`src/rtl/nn_pkg.sv`:
```
// Shared types and saturating-arithmetic helpers for the neuron datapath.
// The helpers work on a wide carrier and clip to a caller-chosen width.
package nn_pkg;

    typedef enum logic [1:0] {
        ACCUM  = 2'd0,
        DRAIN1 = 2'd1,
        DRAIN2 = 2'd2,
        FINAL  = 2'd3
    } mac_state_t;

    localparam int SAT_MAX_W = 64;

    // Clip a one-bit-wider value to the signed range of a w-bit word (w <= SAT_MAX_W).
    function automatic logic signed [SAT_MAX_W-1:0] sat_clip(
        input logic signed [SAT_MAX_W:0] v,
        input int                        w
    );
        logic signed [SAT_MAX_W:0] one;
        logic signed [SAT_MAX_W:0] hi;
        logic signed [SAT_MAX_W:0] lo;
        one = {{SAT_MAX_W{1'b0}}, 1'b1};
        hi  = (one <<< (w - 1)) - one;
        lo  = -hi - one;
        if (v > hi) begin
            return hi[SAT_MAX_W-1:0];
        end else if (v < lo) begin
            return lo[SAT_MAX_W-1:0];
        end
        return v[SAT_MAX_W-1:0];
    endfunction

    function automatic logic signed [SAT_MAX_W-1:0] sat_add(
        input logic signed [SAT_MAX_W-1:0] a,
        input logic signed [SAT_MAX_W-1:0] b,
        input int                          w
    );
        logic signed [SAT_MAX_W:0] s;
        s = {a[SAT_MAX_W-1], a} + {b[SAT_MAX_W-1], b};
        return sat_clip(s, w);
    endfunction

    function automatic logic signed [SAT_MAX_W-1:0] sat_narrow(
        input logic signed [SAT_MAX_W-1:0] a,
        input int                          w
    );
        return sat_clip({a[SAT_MAX_W-1], a}, w);
    endfunction

endpackage

```
`src/rtl/neuron_mac_sat_acc.sv`:
```
// Saturating accumulator register: clear wins over enable.
module sat_acc
    import nn_pkg::*;
#(
    parameter int W = 32
)(
    input  logic                clk,
    input  logic                rst_n,
    input  logic                i_clr,
    input  logic                i_en,
    input  logic signed [W-1:0] i_add,
    output logic signed [W-1:0] o_acc
);

    logic signed [W-1:0] r_acc;

    always_ff @(posedge clk or negedge rst_n) begin
        if (!rst_n) begin
            r_acc <= '0;
        end else if (i_clr) begin
            r_acc <= '0;
        end else if (i_en) begin
            r_acc <= W'(sat_add(SAT_MAX_W'(r_acc), SAT_MAX_W'(i_add), W));
        end
    end

    assign o_acc = r_acc;

endmodule

```
`src/rtl/neuron_mac.sv`:
```
// Per-neuron MAC: reads weight k alongside activation k, accumulates the
// products, adds the bias and emits one saturated Q-format sum per vector.
module neuron_mac
    import nn_pkg::*;
#(
    parameter int numWeight    = 784,
    parameter int addressWidth = 10,
    parameter int dataWidth    = 16,
    parameter int fracBits     = 8
)(
    input  logic                    clk,
    input  logic                    rst_n,
    input  logic [dataWidth-1:0]    in_data,
    input  logic                    in_valid,
    output logic                    in_ready,
    input  logic [dataWidth-1:0]    bias,
    output logic                    ren,
    output logic [addressWidth-1:0] radd,
    input  logic [dataWidth-1:0]    wout,
    output logic [dataWidth-1:0]    out_data,
    output logic                    out_valid,
    output mac_state_t              dbg_state
);

    // Handshake: a sample transfers in any cycle where in_valid && in_ready;
    // in_valid may drop between samples, and the output side has no ready.

    mac_state_t                     r_state;
    logic [addressWidth-1:0]        r_cnt;
    logic signed [dataWidth-1:0]    r_x_d;
    logic                           r_v_d;
    logic signed [2*dataWidth-1:0]  r_prod;
    logic                           r_v_p;

    logic                           w_accept;
    logic                           w_last;
    logic                           w_final;
    logic signed [2*dataWidth-1:0]  w_acc;
    logic signed [2*dataWidth-1:0]  w_bias_sh;
    logic signed [2*dataWidth-1:0]  w_t;
    logic signed [2*dataWidth-1:0]  w_t_sh;

    assign in_ready  = (r_state == ACCUM);
    assign w_accept  = in_valid && in_ready;
    assign w_last    = (r_cnt == addressWidth'(numWeight - 1));
    assign w_final   = (r_state == FINAL);
    assign ren       = w_accept;
    assign radd      = r_cnt;
    assign dbg_state = r_state;

    always_ff @(posedge clk or negedge rst_n) begin
        if (!rst_n) begin
            r_state <= ACCUM;
        end else begin
            case (r_state)
                ACCUM:   if (w_accept && w_last) r_state <= DRAIN1;
                DRAIN1:  r_state <= DRAIN2;
                DRAIN2:  r_state <= FINAL;
                FINAL:   r_state <= ACCUM;
                default: r_state <= ACCUM;
            endcase
        end
    end

    always_ff @(posedge clk or negedge rst_n) begin
        if (!rst_n) begin
            r_cnt <= '0;
        end else if (w_accept) begin
            r_cnt <= w_last ? '0 : r_cnt + 1'b1;
        end
    end

    // P1 lines the sample up with the weight the memory returns one cycle later.
    always_ff @(posedge clk or negedge rst_n) begin
        if (!rst_n) begin
            r_x_d  <= '0;
            r_v_d  <= 1'b0;
            r_prod <= '0;
            r_v_p  <= 1'b0;
        end else begin
            if (w_accept) begin
                r_x_d <= $signed(in_data);
            end
            r_v_d  <= w_accept;
            r_prod <= $signed(wout) * r_x_d;
            r_v_p  <= r_v_d;
        end
    end

    sat_acc #(
        .W(2*dataWidth)
    ) u_sat_acc (
        .clk   (clk),
        .rst_n (rst_n),
        .i_clr (w_final),
        .i_en  (r_v_p),
        .i_add (r_prod),
        .o_acc (w_acc)
    );

    // Bias is aligned to the product's 2*fracBits scale before the add.
    assign w_bias_sh = $signed({{dataWidth{bias[dataWidth-1]}}, bias}) <<< fracBits;
    assign w_t       = (2*dataWidth)'(sat_add(SAT_MAX_W'(w_acc), SAT_MAX_W'(w_bias_sh), 2*dataWidth));
    assign w_t_sh    = w_t >>> fracBits;

    always_ff @(posedge clk or negedge rst_n) begin
        if (!rst_n) begin
            out_data  <= '0;
            out_valid <= 1'b0;
        end else begin
            out_valid <= w_final;
            if (w_final) begin
                out_data <= dataWidth'(sat_narrow(SAT_MAX_W'(w_t_sh), dataWidth));
            end
        end
    end

endmodule

```
`config.mk`:
```
export PLATFORM = sky130hd
export DESIGN_NAME = neuron_mac
export DESIGN_NICKNAME = d
export VERILOG_FILES = /design/src/rtl/nn_pkg.sv /design/src/rtl/neuron_mac_sat_acc.sv /design/src/rtl/neuron_mac.sv
export SDC_FILE = /design/constraint.sdc
export NUM_CORES = 1
export LEC_CHECK = 0
export ABC_AREA = 1
export CAP_MARGIN = 20
export CORE_MARGIN = 2
export CORE_UTILIZATION = 44
export DETAILED_ROUTE_END_ITERATION = 12
export PLACE_DENSITY_LB_ADDON = 0.15
export SYNTH_ARGS = -nofsm -noshare
export SYNTH_HDL_FRONTEND = slang
export SYNTH_SLANG_ARGS = --single-unit
```
`constraint.sdc`:
```
create_clock -name clk -period 17.7 [get_ports clk]
set_input_delay 1.77 -clock clk [delete_from_list [all_inputs] [get_ports clk]]
set_output_delay 1.77 -clock clk [all_outputs]
set_load 0.1 [all_outputs]
```
**Word level (Yosys, flattened, before mapping)**

Index checks and enable logic that the tools add are counted.

- Register bits: 111
- Input port bits: 51
- Output and inout bits: 31

- Add/subtract/negate cells: 3
- Multipliers: 1
- Magnitude comparators: 6
- Eq/ne operators: 5
- Multiplexer cells: 23
- Reductions and logical operators: 4

Operators with widths:

| operator | number |
|---|---|
| 32-bit two-way mux | 8 |
| 33-bit by 32-bit > comparator with 1-bit output (second input constant) | 2 |
| 33-bit by 32-bit less-than comparator with 1-bit output (second input constant) | 2 |
| 16-bit two-way mux | 3 |
| 32-bit by 24-bit adder with 33-bit output | 1 |
| 32-bit by 32-bit adder with 33-bit output | 1 |
| 16-bit by 16-bit multiplier with 32-bit output | 1 |
| 24-bit by 16-bit > comparator with 1-bit output (second input constant) | 1 |
| 24-bit by 16-bit less-than comparator with 1-bit output (second input constant) | 1 |
| 10-bit by 1-bit adder with 10-bit output (second input constant) | 1 |
| 10-bit == test (second input constant) | 1 |
| 10-bit two-way mux | 1 |
| 1-bit two-way mux | 9 |
| 2-bit one-hot mux with 4 select lines | 1 |
| 2-bit == test (second input constant) | 2 |
| 2-bit by 1-bit == test with 1-bit output (second input constant) | 1 |
| 1-bit logical AND | 2 |
| 2-bit logical NOT | 1 |
| 2-bit two-way mux | 1 |
| 2-bit by 1-bit inequality test with 1-bit output (second input constant) | 1 |
| 2-bit nonzero test | 1 |

**Depth between registers and ports, before layout**

Gate-level depths: netlist of the first run.

- Word-level depth: 10
- Gate-level depth with buffers: 25

**Hierarchy**

From an unflattened synthesis of the first run, not the netlist that was laid out.

- Cells, all modules: 2469
- Area, all modules: 18307.6 µm²

By module, submodules not included:

| module | instances | cells an instance | area an instance (µm²) | seq. area each (µm²) |
|---|---|---|---|---|
| neuron_mac | 1 | 1863 | 14694.1 | 1976.9 |
| sat_acc | 1 | 606 | 3613.5 | 800.8 |

**Worst setup path before layout of the first run**

OpenSTA, ideal clock, no wires.

- Path type: input-to-reg
- Start point: input port wout[15]
- End point: register r_prod[29]
- Setup time: 129 ps
- Data arrival time: 7172 ps
- Data required time: 17571 ps
- Path slack: 10399 ps
- Stages on the path: 20
- Path through: clkbuf_1 -> nand2_1 -> inv_1 -> fa_1 -> fa_1 -> inv_1 -> fa_1 -> inv_1 -> fa_1 -> fa_1 -> fa_1 -> ha_1 -> nand2_1 -> nor4_1 -> nand3_1 -> nand3_1 -> nand3_1 -> nand2_1 -> a31oi_1 -> xor2_1

- Word-level cells in the longest chain between the ends: 1

Ends and longest elaborated chain:

| item | line | source |
|---|---|---|
| start: declaration | neuron_mac.sv:19 | `input logic [dataWidth-1:0] wout,` |
| 16-bit by 16-bit multiplier with 32-bit output | neuron_mac.sv:85 | `r_prod <= $signed(wout) * r_x_d;` |
| end signal: assignment | neuron_mac.sv:85 |  |
| end: declaration | neuron_mac.sv:32 | `logic signed [2*dataWidth-1:0] r_prod;` |

Every way passes these cells.
A chain may end at the register's enable or synchronous reset.

**Worst setup path after layout of the first run**

Same ends and word-level chain as after synthesis.

==> results of run 1 <==
critical path: stages:
cell and delay, ns:
clkdlybuf4s50_1 0.84, nand2_1 0.19, inv_1 0.15, fa_1 0.59, fa_1 0.99, inv_1 0.15, fa_1 0.55, inv_1 0.05
fa_1 0.46, fa_1 0.52, fa_1 0.48, ha_1 0.40, nand2_1 0.13, nor4_1 0.38, nand3_1 0.13, nand3_1 0.16
nand3_1 0.09, nand2_1 0.10, a31oi_1 0.09, xor2_1 0.15
flip-flops by register name (all words and copies together) (netlist names):
signal           count
dbg_state            2
out_data            16
out_valid            1
r_prod              32
r_v_d                1
r_v_p                1
r_x_d               16
radd                10
u_sat_acc.o_acc     32
layout by cell type, fill, tap and decap left out, types with 2 or more instances in the layout:
cell type / instances
dfrtp_1: 111
nand4_1: 23
a21oi_2: 13
nand3_1: 73
xor2_1: 47
a221oi_1: 2
nor4_1: 10
inv_6: 2
nand2_1: 655
a21oi_1: 97
nand2_4: 3
or2_2: 16
clkbuf_16: 9
nor2_4: 3
o211ai_1: 3
inv_2: 2
a21o_1: 8
ha_1: 142
nand2_2: 14
nor3_1: 14
inv_1: 491
o21ai_0: 58
nor2_2: 6
nor2_1: 114
o21bai_1: 10
o21ai_1: 3
clkdlybuf4s50_1: 80
fa_1: 264
buf_4: 12
xnor2_1: 34
a21boi_0: 3
o21a_1: 2
a31oi_1: 8
cell type report:
type	count	area (sq um)	area share (%)
multi-input cells	1637	12900	66.4
flip-flops and latches	111	2780	14.3
inverters	493	1850	9.54
repair buffers	93	918	4.74
well taps	525	657	3.39
clock buffers	10	239	1.23
clock inverters	6	75.1	0.387
logic make-up (layout without fill, tap and decap cells):
logic type	Yosys count	count (layout)	synth area share [%]
buf+inv	565	602	12.1
compound gates	215	215	6.94
simple gates	935	935	21.7
xor+xnor	81	81	3.98
fa+ha+maj	406	406	39.7
flops	111	111	15.6
through the flow:
stage | worst slack (ns) | instances | hold slack [ns]
after floorplan | 10.40 | 2313 | 0.331
after global placement | 9.32 | 2858 | 0.335
after detailed placement | 9.14 | 2858 | 0.339
after CTS | 9.57 | 2874 | 0.359
after global routing | 9.15 | 2875 | 0.376
final | 9.61 | 2875 | 0.355
path summary, 6_finish.rpt:
| check | from | end | slack, ns |
|---|---|---|---|
| max | wout[15] | r_prod[29] | 9.61 |
| min | r_v_d | r_v_p | 0.36 |
| max reg2reg | r_x_d[6] | r_prod[29] | 11.13 |
| min reg2reg | r_v_d | r_v_p | 0.36 |
| max in group asynchronous | rst_n | r_x_d[10] | 15.01 |
| min in group asynchronous | rst_n | u_sat_acc.o_acc[6] | 1.43 |
layer usage:
metal	up-vias	track usage, %	part of all wire [%]
li1	7032	-	-
met1	7118	32.0	45
met2	311	40.4	47
met3	75	3.80	4.7
met4	2	8.25	3.2
met5	-	0	0.027
==> flow_metrics.env, run 1 <==
export IMPL_slew_headroom_pct=33.6
export IMPL_status="complete, no violations"
export IMPL_routedWlPerCell_um=16.5
export IMPL_cts_reportedPaths_clkPinSlew_ns=0.09
export IMPL_worst_r2r_cell_count=19
export IMPL_track_usage_pct=24.2
export IMPL_wl_um=47400
export IMPL_grt_max_degree=64
export IMPL_grt_pass1_vias=15300
export IMPL_synth_top_cells_by_count="655 x nand2_1, 491 x inv_1, 264 x fa_1"
export IMPL_synth_most_common_cell="nand2_1"
export IMPL_finalSetupViolations=0
export IMPL_crit_required_ns=17.98
export IMPL_gr_total_overflow=0
export IMPL_drive_above_1_share_pct=3.74
export IMPL_hold_path_class="register to register"
export IMPL_max_freq_ghz=0.124
export IMPL_firstDrtPassIters=5
export IMPL_hold_violations=0
export IMPL_syn2layout_area_growth_pct=8.90
export IMPL_place_hpwl_um=38200
export IMPL_place_area_sq_um=19000
export IMPL_cts_resized=0
export IMPL_ios=82
export IMPL_final_max_slew_viol_count=0
export IMPL_avgSynthCellArea_sq_um=7.70
export IMPL_antenna_found_initial=1
export IMPL_root_buffer="clkbuf_16"
export IMPL_syn_nets=2770
export IMPL_synth_edf_count=0
export IMPL_fp_dieH_um=205
export IMPL_fin_crit_sh_pct=45.7
export IMPL_synthArstFlopShare_pct=100
export IMPL_ys_ff_latch=111
export IMPL_clock_latency_ns=0.39
export IMPL_period_needed_ns=8.09
export IMPL_ant_nets=0
export IMPL_yosys_most_used_dff="dfrtp_1"
export IMPL_antenna_cells=0
export IMPL_synth_top_area_share_pct=29.7
export IMPL_path_max_fanout=16
export IMPL_via_per_inst=5.06
export IMPL_htreeDepth=3
export IMPL_grt_pass1_wl_um=79600
export IMPL_cts_buffer_depth=2
export IMPL_final_area_sq_um=19400
export IMPL_utilization_pct=48.7
export IMPL_drcViolationCount=0
export IMPL_globalplace_congestion=0.916
export IMPL_hold_depth=0
export IMPL_synthesis_instances=2313
export IMPL_fin_nets=2802
export IMPL_start_util_pct=44.7
export IMPL_yosysSeqAreaShare_pct=15.6
export IMPL_fin_tns_setup_ns=0
export IMPL_die_area_sq_um=42100
export IMPL_die_width_um=205
export IMPL_skew_ns=0.0134
export IMPL_row_count=73
export IMPL_crit_type="input port to register"
export IMPL_numCtsBuffers=9
export IMPL_yosys_area_top_type="fa_1"
export IMPL_num_vias=14500
export IMPL_drt_iter0_markers=733
export IMPL_synth_top_cells_by_area="fa_1 30%, dfrtp_1 16%, nand2_1 14%"
export IMPL_fillers=4050
export IMPL_worstSetupEndpointType="register"
export IMPL_cts_tree="done"
export IMPL_rsz0062_at_grt="no"
export IMPL_arrival_ns=8.37
export IMPL_cp_start_kind="input port"
export IMPL_cts_sinks=111
export IMPL_post_cts_setup_buffers=0
export IMPL_hold_buffers=0
export IMPL_maxCapViolations=0
export IMPL_synth_distinct_cells=46
export IMPL_port_buffers=81
export IMPL_yosysWarningCount=0
export IMPL_synthesis_area_sq_um=17800
export IMPL_core_area_sq_um=39800
export IMPL_worstMarginPinSlew_ns=0.993
Power of run 1 is left out: the tool's default activity adds up to more than one toggle a clock period on the data nets, which glitch-free logic cannot reach.
==> inputs of run 2 (changes only) <==
clock period = 7.8 ns   (was 17.7 ns; I/O delays follow)
==> flow_metrics.env, run 2 (synthesis results as in run 1) <==
export IMPL_status="complete, no violations"
export IMPL_layout_common_cells="655 x nand2_1, 491 x inv_1, 264 x fa_1"
export IMPL_cts_tree="done"
export IMPL_crit_required_ns=8.10
export IMPL_routedWlPerCell_um=16.3
export IMPL_wl_um=47000
export IMPL_root_buffer="clkbuf_16"
export IMPL_grt_max_degree=67
export IMPL_final_area_sq_um=19400
export IMPL_start_util_pct=44.7
export IMPL_die_area_sq_um=42100
export IMPL_firstDrtPassIters=5
export IMPL_drt_iter0_markers=819
export IMPL_crit_chain="clkdlybuf4s50_1 > nand2_1 > fa_1 > inv_1 > fa_1 > inv_1 > fa_1 > inv_1 > fa_1 > inv_1 > fa_1 > inv_1 > fa_1 > ha_1 > nand2_1 > nor2_1 > inv_1 > nor3_1 > a21oi_1 > o21ai_0 > nand3_1 > nand2_1 > xor2_1"
export IMPL_instances_no_fill=2878
export IMPL_gr_total_overflow=0
export IMPL_place_hpwl_um=38900
export IMPL_antenna_cells=0
export IMPL_ant_nets=0
export IMPL_fin_tns_setup_ns=0
export IMPL_row_count=73
export IMPL_skew_ns=0.0180
export IMPL_hold_buffers=0
export IMPL_core_area_sq_um=39800
export IMPL_hold_violations=0
export IMPL_drive_above_1_share_pct=3.87
export IMPL_place_area_sq_um=19100
export IMPL_port_buffers=81
export IMPL_antenna_found_initial=0
export IMPL_cts_resized=0
export IMPL_critPathTopFamily="adder cells"
export IMPL_slowest_delay_ns=1.05
export IMPL_clock_latency_ns=0.40
export IMPL_crit_path_top_delay_cell="clkdlybuf4s50_1"
export IMPL_cp_num_buf_inv=7
export IMPL_r2r_slack_ns=1.24
export IMPL_worstSetupEndpointType="register"
export IMPL_fp_dieH_um=205
export IMPL_die_width_um=205
export IMPL_drcViolationCount=0
export IMPL_numCtsBuffers=9
export IMPL_hold_path_class="register to register"
export IMPL_cts_sinks=111
export IMPL_mostFrequentLayoutCell="nand2_1"
export IMPL_final_max_slew_viol_count=0
export IMPL_period_needed_ns=7.06
export IMPL_globalplace_congestion=0.937
export IMPL_worstMarginPinSlew_ns=0.984
export IMPL_track_usage_pct=24.1
export IMPL_path_max_fanout=16
export IMPL_grt_pass1_vias=15200
export IMPL_htreeDepth=3
export IMPL_dp_cells=2861
export IMPL_fillers=3973
export IMPL_arrival_ns=7.36
export IMPL_finalSetupViolations=0
export IMPL_post_cts_setup_buffers=0
export IMPL_crit_type="input port to register"
export IMPL_grt_pass1_wl_um=79200
export IMPL_max_freq_ghz=0.142
export IMPL_syn2layout_area_growth_pct=9.04
export IMPL_cts_reportedPaths_clkPinSlew_ns=0.09
export IMPL_maxCapViolations=0
export IMPL_fin_crit_sh_pct=90.5
export IMPL_slew_headroom_pct=34.2
export IMPL_cts_buffer_depth=2
export IMPL_cp_start_kind="input port"
export IMPL_rsz0062_at_grt="no"
export IMPL_num_vias=14400
export IMPL_ios=82
export IMPL_fin_nets=2805
export IMPL_via_per_inst=5.02
-- run 2: worst paths after layout --
path	depth (start not counted)	start	to
setup / recovery	23	wout[8]	r_prod[21]
hold / removal	0	r_v_d	r_v_p
setup reg to reg	20	r_x_d[6]	r_prod[21]
hold reg to reg	0	r_v_d	r_v_p
max in group asynchronous	2	rst_n	r_x_d[9]
min in group asynchronous	1	rst_n	r_prod[5]
-- run 2: per-stage QoR --
stage / hold slack, ns / utilization (%) / setup WS (ns)
2_1_floorplan: 0.331 / - / 1.49
3_3_place_gp: 0.332 / 47.9 / 0.483
3_5_place_dp: 0.336 / 47.9 / 0.360
4_1_cts: 0.359 / 48.7 / 0.771
5_1_grt: 0.380 / 48.8 / 0.469
6_report: 0.356 / 48.8 / 0.742
-- run 2: layer usage --
metal | track usage (%) | wire, um
met1 | 32.4 | 21700
met2 | 40.1 | 22000
met3 | 3.34 | 1880
met4 | 8.02 | 1400
met5 | 0 | 0
-- run 2: final cells by class --
| cell class | instances | area, sq um | share of cell area, % |
|---|---|---|---|
| clock buffers | 9 | 225 | 1.16 |
| clock inverters | 7 | 91.3 | 0.470 |
| inverters | 493 | 1850 | 9.53 |
| multi-input cells | 1637 | 12900 | 66.3 |
| flip-flops and latches | 111 | 2780 | 14.3 |
| well taps | 525 | 657 | 3.38 |
| repair buffers | 96 | 941 | 4.85 |
-- run 2: worst register-to-register path, delay by kind of cell (launching register included) --
family	cells	cell delay (ns)
flip-flops	1	0.90
buffers and inverters	4	0.22
adder cells (fa/ha/maj)	7	3.49
XOR/XNOR	1	0.20
AND/OR/NAND/NOR	6	1.01
AO/OA/AOI/OAI	2	0.63
Power of run 2 is left out for the same reason.
